**config.mk**
```make
export PLATFORM = sky130hd
export DESIGN_NAME = ni_inject_queue
export DESIGN_NICKNAME = d
export VERILOG_FILES = /design/src/rtl/noc_pkg.sv /design/src/rtl/ni_fifo.sv /design/src/rtl/ni_inject_queue.sv
export SDC_FILE = /design/constraint.sdc
export NUM_CORES = 1
export LEC_CHECK = 0
export BUFFER_PORTS_ARGS = -buffer_cell sky130_fd_sc_hd__buf_2
export CORE_ASPECT_RATIO = 0.9
export CORE_MARGIN = 10
export CORE_UTILIZATION = 59
export CTS_CLUSTER_DIAMETER = 200
export DETAILED_ROUTE_END_ITERATION = 6
export PLACE_DENSITY = 0.78
export SLEW_MARGIN = 20
export SYNTH_ARGS = -nofsm -noshare
export SYNTH_HDL_FRONTEND = slang
export SYNTH_SLANG_ARGS = --single-unit
export TNS_END_PERCENT = 20
```
**constraint.sdc**
```tcl
create_clock -name clk -period 2.68 [get_ports clk]
set_clock_uncertainty 0.15 [all_clocks]
set_input_delay 0.268 -clock clk [delete_from_list [all_inputs] [get_ports clk]]
set_output_delay 0.268 -clock clk [all_outputs]
set_load 0.01 [all_outputs]
```
**src/rtl/noc_pkg.sv**
```systemverilog
// Shared NoC definitions: flit geometry, field positions and default local credit depth.
package noc_pkg;

    localparam int unsigned NOC_FLIT_W          = 20;
    localparam int unsigned NOC_DEST_CLU_MSB    = 19;
    localparam int unsigned NOC_DEST_CLU_LSB    = 18;
    localparam int unsigned NOC_DEST_LOC_MSB    = 17;
    localparam int unsigned NOC_DEST_LOC_LSB    = 16;
    localparam int unsigned NOC_PAYLOAD_MSB     = 15;
    localparam int unsigned NOC_PAYLOAD_LSB     = 0;
    localparam int unsigned NOC_DEFAULT_CREDITS = 4;

    typedef struct packed {
        logic [1:0]  dest_cluster;
        logic [1:0]  dest_local;
        logic [15:0] payload;
    } flit_t;

    function automatic logic [NOC_FLIT_W-1:0] make_flit(input logic [1:0]  clu,
                                                        input logic [1:0]  loc,
                                                        input logic [15:0] payload);
        return {clu, loc, payload};
    endfunction

endpackage

```
**src/rtl/ni_fifo.sv**
```systemverilog
// Synchronous FIFO with registered storage; push when full and pop when empty are ignored.
module ni_fifo #(
    parameter int unsigned W     = 20,
    parameter int unsigned DEPTH = 4
) (
    input  logic                     clk,
    input  logic                     rst,
    input  logic                     push,
    input  logic [W-1:0]             din,
    input  logic                     pop,
    output logic [W-1:0]             head,
    output logic                     full,
    output logic                     empty,
    output logic [$clog2(DEPTH):0]   count
);

    localparam int unsigned AW = $clog2(DEPTH);

    logic [W-1:0]  mem [DEPTH];
    logic [AW-1:0] wr_ptr;
    logic [AW-1:0] rd_ptr;
    logic          do_push;
    logic          do_pop;

    assign full    = (count == (AW+1)'(DEPTH));
    assign empty   = (count == '0);
    assign do_push = push && !full;
    assign do_pop  = pop && !empty;
    assign head    = mem[rd_ptr];

    // DEPTH is a power of two, so pointer overflow is the modulo wrap
    always_ff @(posedge clk or negedge rst) begin
        if (!rst) begin
            for (int unsigned i = 0; i < DEPTH; i++) begin
                mem[i] <= '0;
            end
            wr_ptr <= '0;
            rd_ptr <= '0;
            count  <= '0;
        end else begin
            if (do_push) begin
                mem[wr_ptr] <= din;
                wr_ptr      <= wr_ptr + AW'(1);
            end
            if (do_pop) begin
                rd_ptr <= rd_ptr + AW'(1);
            end
            case ({do_push, do_pop})
                2'b10:   count <= count + (AW+1)'(1);
                2'b01:   count <= count - (AW+1)'(1);
                default: count <= count;
            endcase
        end
    end

endmodule

```
**src/rtl/ni_inject_queue.sv**
```systemverilog
// PE-to-router injection queue with credit-based flow control toward the router local input.
// Define NI_STATS_EN to add saturating stat_sent / stat_stall counters.
module ni_inject_queue
    import noc_pkg::*;
#(
    parameter int unsigned FLIT_W  = NOC_FLIT_W,
    parameter int unsigned DEPTH   = 4,
    parameter int unsigned CREDITS = NOC_DEFAULT_CREDITS
) (
    input  logic                     clk,
    input  logic                     rst,
    input  logic [FLIT_W-1:0]        pe_flit,
    input  logic                     pe_valid,
    output logic                     pe_ready,
    output logic [FLIT_W-1:0]        rt_flit,
    output logic                     rt_valid,
    input  logic                     rt_credit,
    output logic                     cred_err,
    output logic [$clog2(DEPTH):0]   occupancy
`ifdef NI_STATS_EN
    ,
    output logic [15:0]              stat_sent,
    output logic [15:0]              stat_stall
`endif
);

    localparam int unsigned CW = $clog2(CREDITS + 1);

    logic [CW-1:0]     credit;
    logic [CW-1:0]     credit_nxt;
    logic              cred_err_nxt;
    logic              empty;
    logic              full;
    logic              send;
    logic [FLIT_W-1:0] head;

    assign send     = !empty && (credit != '0);
    assign rt_valid = send;
    assign pe_ready = !full;
    assign rt_flit  = empty ? '0 : head;

    ni_fifo #(
        .W     (FLIT_W),
        .DEPTH (DEPTH)
    ) u_fifo (
        .clk   (clk),
        .rst   (rst),
        .push  (pe_valid),
        .din   (pe_flit),
        .pop   (send),
        .head  (head),
        .full  (full),
        .empty (empty),
        .count (occupancy)
    );

    // A send and a returned credit in the same cycle cancel; a surplus credit saturates and flags
    always_comb begin
        credit_nxt   = credit;
        cred_err_nxt = cred_err;
        case ({send, rt_credit})
            2'b10: credit_nxt = credit - CW'(1);
            2'b01: begin
                if (credit == CW'(CREDITS)) begin
                    cred_err_nxt = 1'b1;
                end else begin
                    credit_nxt = credit + CW'(1);
                end
            end
            default: ;
        endcase
    end

    always_ff @(posedge clk or negedge rst) begin
        if (!rst) begin
            credit   <= CW'(CREDITS);
            cred_err <= 1'b0;
        end else begin
            credit   <= credit_nxt;
            cred_err <= cred_err_nxt;
        end
    end

`ifdef NI_STATS_EN
    logic stall;

    assign stall = !empty && (credit == '0);

    always_ff @(posedge clk or negedge rst) begin
        if (!rst) begin
            stat_sent  <= '0;
            stat_stall <= '0;
        end else begin
            if (send && (stat_sent != 16'hFFFF)) begin
                stat_sent <= stat_sent + 16'd1;
            end
            if (stall && (stat_stall != 16'hFFFF)) begin
                stat_stall <= stat_stall + 16'd1;
            end
        end
    end
`endif

endmodule

```
==> flow_summary_export.csv <==
group,metric,value,unit
setup_path,crit_arrival,2.00,ns
status,status,"finished clean",
timing,period_needed,2.42,ns
finish,n_fill_cell,514,
grt,antenna_found_initial,0,
route,wl_per_cell,19.7,um
timing,hold_violations,0,
grt,grt_max_degree,57,
grt,grt_pass1_vias,2792,
finish,syn2layout_area_growth,11.8,%
yosys,synth-seq-cells,91,
yosys,syn-cell-area,4600,sq um
timing,slew_viol_final,0,
route,viasPerCell,5.60,
yosys,ys_seq_area_frac,0.495,
grt,track_usage,0.153,
setup_path,end_kind,"output pin",
floorplan,io_pins,50,
floorplan,rows,30,
run,cap_violations,0,
finish,fin_nets,370,
yosys,yosysTopAreaCell,"dfrtp_1",
route,vias,2457,
floorplan,die_w,113,um
clock_tree,cts_max_level,3,
power_and_ir_drop,peakVddDrop,841,uV
setup_path,crit_type,"flop to output pin",
grt,grt_pass1_wl,14600,um
yosys,post_synth_num_cell_types,31,
clock_tree,cts.path.max_buffers,2,
clock_tree,ctsResizeCount,0,
finish,drive_above_1_share,0.528,
place,gp_congestion,0.758,
clock_tree,clk_pin_slew,0.09,ns
floorplan,coreArea,7580,sq um
power_and_ir_drop,p_per_area,1380,nW/um^2
setup_path,start_kind,"flop",
yosys,synth_cells,285,
grt,overflow,0,
finish,final_cell_mix,"90 x dfrtp_1, 80 x mux2_4, 48 x buf_2, 20 x mux4_2, 20 x and2_1",
power_and_ir_drop,p_leak,2.54,nW
yosys,synth_area_per_cell,16.2,sq um
timing,slew_headroom,0.514,
floorplan,fp.dieH,104,um
route,drt_iter0_drc,110,
timing,rsz0062_at_grt,"no",
clock_tree,cts_root_buf,"clkbuf_8",
yosys,synth_top_area_frac,0.489,
place,dpl.hpwl,5550,um
finish,fin_util,0.679,
route,wirelength,8660,um
timing,worst_pin_slew,0.728,ns
timing,max_freq,414,MHz
place,io_buffers,49,
yosys,syn-num-nets,316,
setup_path,worstPathRequired,2.26,ns
place,dp_slack,0.291,ns
clock_tree,cts_hold_buf,1,
route,postRouteAntennaNets,0,
yosys,synthTopCellsByArea,"dfrtp_1 49%, mux2_4 26%, mux4_2 9.8%",
clock_tree,worstSkewPairLatency,0.36,ns
yosys,synth_warnings,0,
clock_tree,clock-sinks,91,
route,drc,0,
finish,antennaDiodeCount,0,
setup_path,crit_fanout,23,
timing,min_period_over_period,0.901,
clock_tree,post_cts_buffers,0,
power_and_ir_drop,power,7.08,mW
floorplan,initial_utilization,0.607,
min_path,min_path_type,"input port to flop",
finish,layout_commonest_cell,"dfrtp_1",
timing,layout_setup_ws,0.264,ns
clock_tree,cts_buffers,9,
timing,setup_violations,0,
clock_tree,cts_tree,"yes",
floorplan,die_area,11700,sq um
timing,fin_setup_tns,0,ns
route,first_pass_iters,4,
## registers in the layout, indices dropped and copies added (netlist names)
register,flops
cred_err,1
credit,3
u_fifo.count,3
u_fifo.mem,80
u_fifo.rd_ptr,2
u_fifo.wr_ptr,2
## per-layer routing
layer  track usage  share of wire
met3        0.0421          0.036
met2         0.239           0.49
met5             0              0
met4        0.0462          0.012
met1         0.201           0.46
## logic make-up (layout without fill, tap and decap cells)
logic type / count (synthesis) / after routing / share of synthesized area
DFF: 91 / 91 / 0.495
xor gates and xnor gates: 9 / 9 / 0.0171
muxes: 101 / 101 / 0.361
AOI/OAI and AO/OA: 11 / 11 / 0.0174
and+or+nand+nor: 44 / 44 / 0.0546
buffers and inverters: 22 / 80 / 0.0326
adders and majority gates: 7 / 7 / 0.0223
## power breakdown
part	leakage, nW	total (mW)	switching, mW	internal, mW
sequential	1.08	2.58	0.487	2.10
clock	0.0985	0.955	0.498	0.456
combinational	1.37	3.55	1.35	2.20
total	2.54	7.08	2.33	4.75
## synthesized netlist by cell type, drive strengths merged
master / number
o22ai: 1
xnor2: 4
mux4: 20
o211ai: 1
clkbuf: 6
and2: 20
buf: 10
nor2b: 2
o21ai: 5
a41o: 1
a21boi: 2
dfstp: 1
mux2i: 1
fa: 2
xor2: 5
nand3: 3
a21oi: 1
mux2: 80
or3: 2
dfrtp: 90
nor2: 4
inv: 6
nor3: 4
nor3b: 1
ha: 5
nand2: 8
## per-stage QoR
| step | std cells | instance area [sq um] | hold slack (ns) |
|---|---|---|---|
| 2_1_floorplan | 285 | 4600 | -0.178 |
| 3_3_place_gp | 423 | 4940 | 0.219 |
| 3_5_place_dp | 423 | 4940 | 0.232 |
| 4_1_cts | 439 | 5150 | 0.0211 |
| 5_1_grt | 439 | 5150 | 0.0232 |
| 6_report | 439 | 5150 | 0.0289 |
## final timing paths
path / from / end / slack, ns / cells after the start
setup / recovery: u_fifo.count[2] / rt_flit[4] / 0.26 / 3
hold / removal: pe_flit[1] / u_fifo.mem[61] / 0.03 / 2
setup reg to reg: u_fifo.count[2] / u_fifo.count[2] / 0.28 / 9
hold reg to reg: cred_err / cred_err / 0.32 / 1
max in group asynchronous: rst / u_fifo.mem[32] / 1.40 / 3
min in group asynchronous: rst / u_fifo.mem[68] / 0.34 / 2
## final cells by class
cell class	count	area [sq um]	share of cell area
flip-flops and latches	91	2280	0.443
clock buffers	10	138	0.0267
multi-input cells	172	2170	0.422
repair buffers	59	350	0.0681
well taps	96	120	0.0233
inverters	6	22.5	0.00438
clock inverters	5	63.8	0.0124
## critical path: stages, from the launching register on
cell     delay, ns
dfrtp_1       0.47
or3_2         0.77
and2_1        0.26
buf_2         0.14
Power figures use the tool's default switching activity.
